===== src/rtl/arith_pkg.sv =====
// arith_pkg: shared FSM state type and digit-split helpers for the serial add/subtract datapath
package arith_pkg;
  typedef enum logic [1:0] {S_IDLE, S_RUN, S_DONE} state_e;
  function automatic int ndig(input int w, input int d);
    return w / d;
  endfunction
  function automatic bit split_ok(input int w, input int d);
    return d > 0 && w % d == 0;
  endfunction
endpackage


===== src/rtl/serial_addsub_if.sv =====
// serial_addsub_if: operand/result bus with start/busy/done handshake
interface serial_addsub_if #(parameter int WIDTH = 16);
  logic             start;
  logic             sub;
  logic [WIDTH-1:0] a;
  logic [WIDTH-1:0] b;
  logic             cin;
  logic             busy;
  logic             done;
  logic [WIDTH-1:0] sum;
  logic             cout;
  logic             ovf;
  modport master (output start, sub, a, b, cin, input busy, done, sum, cout, ovf);
  modport slave  (input start, sub, a, b, cin, output busy, done, sum, cout, ovf);
endinterface


===== src/rtl/addsub_digit.sv =====
// addsub_digit: combinational DIGIT-bit adder with carry-out and the carry into its MSB
module addsub_digit #(parameter int DIGIT = 4) (
  input  logic [DIGIT-1:0] a_i,
  input  logic [DIGIT-1:0] b_i,
  input  logic             c_i,
  output logic [DIGIT-1:0] s_o,
  output logic             c_o,
  output logic             cmsb_o
);
  assign {c_o, s_o} = (DIGIT+1)'(a_i) + (DIGIT+1)'(b_i) + (DIGIT+1)'(c_i);
  // carry into the MSB recovered from the MSB sum bit
  assign cmsb_o = s_o[DIGIT-1] ^ a_i[DIGIT-1] ^ b_i[DIGIT-1];
endmodule


===== src/rtl/serial_addsub.sv =====
// serial_addsub: digit-serial add/subtract, DIGIT bits per cycle LSB first, start/busy/done handshake
module serial_addsub
  import arith_pkg::*;
#(
  parameter int WIDTH = 16,
  parameter int DIGIT = 4
) (
  input logic clk,
  input logic rst_n,
  serial_addsub_if.slave bus
);
  localparam int NDIG = ndig(WIDTH, DIGIT);
  localparam int IW   = $clog2(NDIG) + 1;
  if (!split_ok(WIDTH, DIGIT)) begin : g_bad_split
    $error("serial_addsub: WIDTH must be a multiple of DIGIT");
  end
  state_e           state_q;
  logic [WIDTH-1:0] a_q, b_q, acc_q, sum_q, acc_d;
  logic [IW-1:0]    idx_q;
  logic             sub_q, carry_q, cout_q, ovf_q, busy_q, done_q;
  logic [DIGIT-1:0] s;
  logic             co, cm;
  addsub_digit #(.DIGIT(DIGIT)) u_digit (
    .a_i(a_q[DIGIT-1:0]), .b_i(b_q[DIGIT-1:0]), .c_i(carry_q),
    .s_o(s), .c_o(co), .cmsb_o(cm)
  );
  // new digit enters at the top; after NDIG shifts digit 0 sits at the LSB
  assign acc_d = WIDTH'({s, acc_q} >> DIGIT);
  always_ff @(posedge clk or negedge rst_n) begin
    if (!rst_n) begin
      state_q <= S_IDLE;
      a_q     <= '0;
      b_q     <= '0;
      acc_q   <= '0;
      sum_q   <= '0;
      idx_q   <= '0;
      sub_q   <= 1'b0;
      carry_q <= 1'b0;
      cout_q  <= 1'b0;
      ovf_q   <= 1'b0;
      busy_q  <= 1'b0;
      done_q  <= 1'b0;
    end else begin
      case (state_q)
        S_IDLE, S_DONE: begin
          done_q <= 1'b0;
          if (bus.start) begin
            a_q     <= bus.a;
            b_q     <= bus.b ^ {WIDTH{bus.sub}};
            sub_q   <= bus.sub;
            carry_q <= bus.cin ^ bus.sub;
            idx_q   <= '0;
            busy_q  <= 1'b1;
            state_q <= S_RUN;
          end else begin
            state_q <= S_IDLE;
          end
        end
        S_RUN: begin
          a_q     <= a_q >> DIGIT;
          b_q     <= b_q >> DIGIT;
          acc_q   <= acc_d;
          carry_q <= co;
          idx_q   <= idx_q + IW'(1);
          if (idx_q == IW'(NDIG - 1)) begin
            sum_q   <= acc_d;
            cout_q  <= co ^ sub_q;
            ovf_q   <= co ^ cm;
            busy_q  <= 1'b0;
            done_q  <= 1'b1;
            state_q <= S_DONE;
          end
        end
        default: state_q <= S_IDLE;
      endcase
    end
  end
  assign bus.busy = busy_q;
  assign bus.done = done_q;
  assign bus.sum  = sum_q;
  assign bus.cout = cout_q;
  assign bus.ovf  = ovf_q;
endmodule

===== src/flat_wrapper.sv =====
// flat-port wrapper written by rule: the top's interface ports become plain ports
module serial_addsub_flat import arith_pkg::*;
#(
  parameter int WIDTH = 16,
  parameter int DIGIT = 4
)
  (clk, rst_n, bus_start, bus_sub, bus_a, bus_b, bus_cin, bus_busy, bus_done, bus_sum, bus_cout, bus_ovf);
  serial_addsub_if #(.WIDTH(WIDTH)) bus_i ();
  input logic clk;
  input logic rst_n;
  input wire logic [$bits(bus_i.start)-1:0] bus_start;
  input wire logic [$bits(bus_i.sub)-1:0] bus_sub;
  input wire logic [$bits(bus_i.a)-1:0] bus_a;
  input wire logic [$bits(bus_i.b)-1:0] bus_b;
  input wire logic [$bits(bus_i.cin)-1:0] bus_cin;
  output wire logic [$bits(bus_i.busy)-1:0] bus_busy;
  output wire logic [$bits(bus_i.done)-1:0] bus_done;
  output wire logic [$bits(bus_i.sum)-1:0] bus_sum;
  output wire logic [$bits(bus_i.cout)-1:0] bus_cout;
  output wire logic [$bits(bus_i.ovf)-1:0] bus_ovf;
  assign bus_i.start = bus_start;
  assign bus_i.sub = bus_sub;
  assign bus_i.a = bus_a;
  assign bus_i.b = bus_b;
  assign bus_i.cin = bus_cin;
  assign bus_busy = bus_i.busy;
  assign bus_done = bus_i.done;
  assign bus_sum = bus_i.sum;
  assign bus_cout = bus_i.cout;
  assign bus_ovf = bus_i.ovf;
  serial_addsub #(.WIDTH(WIDTH), .DIGIT(DIGIT)) u_core (.clk(clk), .rst_n(rst_n), .bus(bus_i));
endmodule

===== config.mk =====
export PLATFORM = sky130hd
export DESIGN_NAME = serial_addsub_flat
export DESIGN_NICKNAME = d
export VERILOG_FILES = /design/src/rtl/arith_pkg.sv /design/src/rtl/serial_addsub_if.sv /design/src/rtl/addsub_digit.sv /design/src/rtl/serial_addsub.sv /design/src/flat_wrapper.sv
export SDC_FILE = /design/constraint.sdc
export NUM_CORES = 1
export LEC_CHECK = 0
export CAP_MARGIN = 20
export CORE_MARGIN = 5
export CORE_UTILIZATION = 47
export DETAILED_ROUTE_END_ITERATION = 12
export HOLD_SLACK_MARGIN = 0.02
export PLACE_DENSITY = 0.76
export SLEW_MARGIN = 20
export SYNTH_ARGS = -nofsm -noshare
export SYNTH_HDL_FRONTEND = slang
export SYNTH_SLANG_ARGS = --single-unit
export TNS_END_PERCENT = 5

===== constraint.sdc =====
create_clock -name clk -period 2 [get_ports clk]
set_input_delay 0.6 -clock clk [delete_from_list [all_inputs] [get_ports clk]]
set_output_delay 0.6 -clock clk [all_outputs]
set_load 0.05 [all_outputs]

==> flow_metrics.env <==
export IMPL_finalHoldViolCount=0
export IMPL_first_global_vias=2288
export IMPL_clock_root_buffer="clkbuf_8"
export IMPL_pre_cts_slack_ns=-0.0829
export IMPL_setup_violations=0
export IMPL_cts_buffers=9
export IMPL_synth_edf_count=0
export IMPL_ys_warnings_count=0
export IMPL_p_leak_nw=1.89
export IMPL_syn_area_per_cell_um2=11.1
export IMPL_power_density_nw_per_um2=1730
export IMPL_fin_area_um2=4000
export IMPL_clock_path_buffers=2
export IMPL_vias=2180
export IMPL_synth_largest_area_cell="dfrtp_1"
export IMPL_fin_crit_sh_pct=97.7
export IMPL_cp_data_arrival_time_ns=2.17
export IMPL_areaGrowthSynthToFinish_pct=29.7
export IMPL_place_hpwl_um=4290
export IMPL_ir_drop_mv=1.15
export IMPL_drt_wl_total_um=6080
export IMPL_fin_ws_ns=0.0458
export IMPL_ys_ff_latch=71
export IMPL_worstReg2RegEnd="u_core.bus.cout$_DFFE_PN0P_"
export IMPL_ioPinCount=57
export IMPL_clk_pin_slew_ns=0.07
export IMPL_h_tree_depth=3
export IMPL_synth_cell_area_um2=3090
export IMPL_die_x_um=91.0
export IMPL_routabilityCongestion=0.805
export IMPL_crit_required_ns=2.22
export IMPL_dr_first_iter_drc_count=75
export IMPL_diodes=0
export IMPL_rrSetupSlack_ns=0.05
export IMPL_max_slew_margin_rel_pct=56.8
export IMPL_track_usage_pct=15.6
export IMPL_placed_cell_area_um2=3760
export IMPL_synth_common_cells="dfrtp_1, nand2_1, xnor2_1"
export IMPL_initial_core_util_pct=48.3
export IMPL_tns_ns=0
export IMPL_grt_pass1_wl_um=10600
export IMPL_synthArstFlopShare_pct=100
export IMPL_routedWlPerCell_um=14.3
export IMPL_power_w=0.00694
export IMPL_status="finished, final reports clean"
export IMPL_synth_nets=323
export IMPL_viasPerCell=5.12
export IMPL_num_rows=29
export IMPL_synth_area_leaders="dfrtp_1, nand2_1, xnor2_1"
export IMPL_worst_pin_slew_ns=0.649
export IMPL_drc=0
export IMPL_critPathLaunchType="flop"
export IMPL_maxCapViolations=0
export IMPL_core_area_um2=6390
export IMPL_clk_latency_ns=0.34
export IMPL_synth_top_cell_area_share_pct=57.6
export IMPL_crit_path_max_fanout=2
export IMPL_dieHeight_um=91.0
export IMPL_endpoint_kind="flop"
export IMPL_fmax_mhz=512
export IMPL_dieArea_um2=8290
export IMPL_path_class="reg2reg"
export IMPL_numPortBuffers=56
export IMPL_fin_crit_ns=1.95
export IMPL_min_path_type="in2async"
export IMPL_ys_seq_area_share_pct=57.6
export IMPL_clock_sinks=71
export IMPL_synth_cell_types=25
export IMPL_rsz0062_at_grt="true"
export IMPL_grt_max_degree=38
export IMPL_syn_inst=279
export IMPL_ff2ff_path_depth=8
export IMPL_yosysMostFrequentCell="dfrtp_1"
export IMPL_skew_ns=0.00777
export IMPL_grt_antenna_before_repair=0
export IMPL_overflow=0
export IMPL_drtPass1Iterations=4
export IMPL_ant_nets=0
export IMPL_layout_drive_gt1_share_pct=20.3
export IMPL_slew_violations=0
export IMPL_cts_tree="yes"
export IMPL_final_net_count=388
export IMPL_reg2reg_from="u_core.b_q[0]$_DFFE_PN0P_"
export IMPL_synthFlopType="dfrtp_1"
## per-stage QoR
step           std cells  hold WS (ns)  utilization (%)
2_1_floorplan        279         0.304                -
3_3_place_gp         409         0.454             58.9
3_5_place_dp         409         0.460             58.9
4_1_cts              426         0.199             62.7
5_1_grt              426         0.219             62.7
6_report             426         0.195             62.7
## state kept, by name, summed over array words and instances, names as in the netlist
register,count
u_core.sub_q,1
u_core.bus.ovf,1
u_core.state_q,2
u_core.bus.done,1
u_core.idx_q,3
u_core.b_q,16
u_core.carry_q,1
u_core.bus.cout,1
u_core.bus.busy,1
u_core.bus.sum,16
u_core.acc_q,12
u_core.a_q,16
## worst max-delay path by stage
stage	startpoint	end	slack, ns	depth (start not counted)
3_5_place_dp	u_core.carry_q$_DFFE_PN0P_	u_core.bus.ovf$_DFFE_PN0P_	-0.08	8
2_1_floorplan	u_core.carry_q$_DFFE_PN0P_	u_core.bus.ovf$_DFFE_PN0P_	0.01	8
5_1_grt	u_core.b_q[0]$_DFFE_PN0P_	u_core.bus.ovf$_DFFE_PN0P_	-0.04	8
6_report	u_core.b_q[0]$_DFFE_PN0P_	u_core.bus.cout$_DFFE_PN0P_	0.05	8
3_3_place_gp	u_core.carry_q$_DFFE_PN0P_	u_core.bus.ovf$_DFFE_PN0P_	0.004	8
4_1_cts	u_core.b_q[0]$_DFFE_PN0P_	u_core.bus.ovf$_DFFE_PN0P_	-0.007	8
## final cells by class
| type | count | area [µm²] |
|---|---|---|
| fillers | 530 | 2380 |
| well taps | 77 | 96.3 |
| flip-flops and latches | 71 | 1780 |
| repair buffers | 71 | 683 |
| clock buffers | 13 | 169 |
| clock inverters | 3 | 40.0 |
| multi-input cells | 184 | 1210 |
| inverters | 7 | 26.3 |
## where the power goes
group / leakage [nW] / switching (W) / internal, W
Combinational: 0.886 / 0.00193 / 0.00139
Clock: 0.109 / 0.000492 / 0.000675
Sequential: 0.898 / 0.000376 / 0.00208
Total: 1.89 / 0.00280 / 0.00414
## layout by cell type (no fill, tap or decap), types with 5 or more instances in the layout
cell type / netlist / routed
a221o_1: 15 / 15
a22o_1: 5 / 5
a22oi_1: 10 / 10
buf_12: 0 / 5
buf_4: 1 / 31
clkbuf_8: 0 / 12
clkdlybuf4s50_1: 0 / 35
dfrtp_1: 71 / 71
ha_1: 5 / 5
inv_1: 7 / 6
mux2_2: 12 / 12
nand2_1: 68 / 68
nor2_1: 15 / 15
o21ai_0: 17 / 16
xnor2_1: 21 / 20
## repair_timing
item                                    4_1_cts  5_1_grt
endpoints found under the setup margin        2        4
resized for setup                             6        0
pin swaps                                     5        1
buffers inserted                              1        0
hold buffers                                  0        0
## kinds of logic after synthesis
family	share of synthesized area, %
AO/OA/AOI/OAI	12.0
XOR/XNOR	6.53
adder cells (fa/ha/maj)	3.32
buffers and inverters	4.22
flip-flops	57.6
multiplexers	4.38
AND/OR/NAND/NOR	12.0
## per-layer routing
layer,GRT usage [%],part of all wire [%]
met1,20.0,45
met2,24.2,45
met3,4.05,6.3
met4,8.56,3.0
met5,0,0
## worst max-delay path, stage by stage, from the launching register on
cell and delay, ns:
dfrtp_1 0.37, inv_2 0.05, fa_2 0.40, fa_2 0.36, nand2b_4 0.16, a21oi_4 0.16, buf_4 0.14, xnor2_1 0.11
o21ai_0 0.09
Note: power is estimated with default switching activity, not from simulation.
==> patch: new RTL, same flow settings <==
`DIGIT` is set to 4 in 3 places; all go to 2.
--- a/src/rtl/addsub_digit.sv
+++ b/src/rtl/addsub_digit.sv
@@ -1,5 +1,5 @@
 // addsub_digit: combinational DIGIT-bit adder with carry-out and the carry into its MSB
-module addsub_digit #(parameter int DIGIT = 4) (
+module addsub_digit #(parameter int DIGIT = 2) (
   input  logic [DIGIT-1:0] a_i,
   input  logic [DIGIT-1:0] b_i,
   input  logic             c_i,
--- a/src/rtl/serial_addsub.sv
+++ b/src/rtl/serial_addsub.sv
@@ -3,7 +3,7 @@
   import arith_pkg::*;
 #(
   parameter int WIDTH = 16,
-  parameter int DIGIT = 4
+  parameter int DIGIT = 2
 ) (
   input logic clk,
   input logic rst_n,
--- a/src/flat_wrapper.sv
+++ b/src/flat_wrapper.sv
@@ -2,7 +2,7 @@
 module serial_addsub_flat import arith_pkg::*;
 #(
   parameter int WIDTH = 16,
-  parameter int DIGIT = 4
+  parameter int DIGIT = 2
 )
   (clk, rst_n, bus_start, bus_sub, bus_a, bus_b, bus_cin, bus_busy, bus_done, bus_sum, bus_cout, bus_ovf);
   serial_addsub_if #(.WIDTH(WIDTH)) bus_i ();
Formal check against the unedited RTL: not equivalent (a bounded check fails within 10 cycles, from zero or initial values and one cycle with rst_n low).
==> patch against the original RTL <==
- power shrank 5.1%
- final area shrank 0.13%
- critical path depth shrank 2
- area after synthesis grew 3.7%
- global-route usage grew 0.50 points
- sequential cell count grew 3
- clock power shrank 16%
- setup slack gained 0.020 ns
- sequential share of layout area grew 1.9 points
- synthesized cell count grew 1.1%
- wire length grew 3.3%
- highest routed layer unchanged
==> patch: results (changes against the original RTL) <==
Met2 Use GR: 0.258 (was 0.242)
Largest net degree at the start of global routing: 48 (was 38)
Clock root buffer: clkbuf_8 (unchanged)
H-Tree Depth: 3 (unchanged)
Leakage Power: 1.89 nW (about the same)
Hold Path Class: in -> async (unchanged)
Int Pwr: 0.00388 W (was 0.00414 W)
Layout cells sized above 1: 0.192 (was 0.203)
Port Buffers: 56 (unchanged)
GPL Wtd Cong: 0.761 (was 0.805)
Post-synth cell types: 28 (was 25)
Syn Nets: 322 (was 323)
Dpl hpwl: 4.24 mm (was 4.29 mm)
First-pass GRT wire length: 11.0 mm (was 10.6 mm)
Sw power: 0.00270 W (was 0.00280 W)
Post_cts resized: 2 (was 6)
WL met2: 3.11 mm (was 2.76 mm)
Critical path arrival: 2.16 ns
CP max FO: 2 (unchanged)
Setup TNS: 0 ns (unchanged)
# nets final: 379 (was 388)
Skew final: 0.00968 ns (was 0.00777 ns)
Synth top area cells: dfrtp_1 58%, nand2_1 6.6%, a221o_1 5.0%, xnor2_1 4.9%, mux2_2 4.6% (was dfrtp_1 58%, nand2_1 8.3%, xnor2_1 6.0%, a221o_1 4.9%, mux2_2 4.4%)
Via/cell ratio: 5.36 (was 5.12)
Top_reg_cell synth: dfrtp_1 (unchanged)
Diode count: 0 (unchanged)
Run status: finished clean (unchanged)
Slew @ Worst Pin: 0.777 ns (was 0.649 ns)
Clock transition at the registers of the reported paths: 0.08 ns
Post-synth ARST share: 1.00 (unchanged)
Top Metal Used: met4 (unchanged)
Fin. Hold Viols: 0 (unchanged)
Die Wd: 92.5 um (was 91.0 um)
Seq/Total Area, Yosys: 0.579 (was 0.576)
Filler cells: 555 (was 530)
Detailed-router iteration count before antenna repair: 4 (unchanged)
Final wirelength: 6.28 mm (was 6.08 mm)
DR iter-0 viols: 133 (was 75)
Peak supply drop: 0.515 mV (was 1.15 mV)
Cells after Synth: 282 (was 279)
Setup bufs post-CTS: 1 (unchanged)
CTS max path bufs: 2 (unchanged)
Slowest CP cell: fa_1 (was fa_2)
Inserted Clock Buffers: 9 (unchanged)
Seq pwr share: 0.393 (was 0.354)
Layout Cells excl Fill: 424 (was 426)
Post-synth top cells: 74 x dfrtp_1, 56 x nand2_1, 18 x xnor2_1, 16 x a221o_1 (was 71 x dfrtp_1, 68 x nand2_1, 21 x xnor2_1, 17 x o21ai_0)
Worst-Skew Late Latency: 0.33 ns
Metal-1 WL: 2.81 mm (was 2.76 mm)
Gr usage total: 0.161 (was 0.156)
Hold slack final: 0.173 ns (was 0.195 ns)
Combinational Power: 0.00302 W (was 0.00332 W)
Worst reg2reg setup slack: 0.07 ns (was 0.05 ns)
Antenna violations before repair: 0 (unchanged)
Number of global-route vias before repair: 2345 (was 2288)
Met3 Use GR: 0.0309 (was 0.0405)
Slowest stage delay, CP: 0.47 ns (was 0.40 ns)
Cells after DPL: 406 (was 409)
Met3 WL post-DR: 260 um (was 382 um)
Global Route met1 Usage: 0.214 (was 0.200)
[patch: cell types whose count changed after synthesis, sizes merged, moves of 4 or more]
cell    unedited run  this run
ha                 5         1
mux2i              0         4
nand2             69        56
nand3              0        14
mux2              12        16
o21ai             18         5
clkbuf             2         6
[patch: layout make-up]
| class | instances | area, um^2 | area share |
|---|---|---|---|
| clock buffers | 9 | 124 | 0.0310 |
| flip-flops and latches | 74 | 1850 | 0.463 |
| clock inverters | 7 | 46.3 | 0.0116 |
| repair buffers | 67 | 628 | 0.157 |
| inverters | 8 | 30.0 | 0.00751 |
| multi-input cells | 179 | 1220 | 0.305 |
| well taps | 80 | 100 | 0.0250 |
[patch: worst paths after layout]
kind                                          to  cells past startpoint       startpoint
worst max-delay path              u_core.bus.ovf                      6    u_core.b_q[0]
worst min-delay path               u_core.b_q[2]                      1            rst_n
worst max register to register    u_core.bus.ovf                      6    u_core.b_q[0]
worst min register to register   u_core.acc_q[3]                      2  u_core.acc_q[3]
max in group asynchronous       u_core.acc_q[12]                      2            rst_n
min in group clk                 u_core.acc_q[3]                      2  u_core.acc_q[3]
[patch: kinds of logic after synthesis]
| family | synth area share |
|---|---|
| AND/OR/NAND/NOR | 0.126 |
| flip-flops | 0.579 |
| AO/OA/AOI/OAI | 0.108 |
| buffers and inverters | 0.0453 |
| XOR/XNOR | 0.0575 |
| multiplexers | 0.0688 |
| adder cells (fa/ha/maj) | 0.0164 |
[patch: per-stage QoR]
step                      setup WS (ns)  area, um^2  utilization
after floorplan                  0.0578        3200            -
after global placement           -0.125        3810        0.566
after detailed placement         -0.197        3810        0.566
after CTS                      -0.00885        3990        0.593
after global routing            -0.0409        4000        0.595
final                            0.0654        4000        0.595
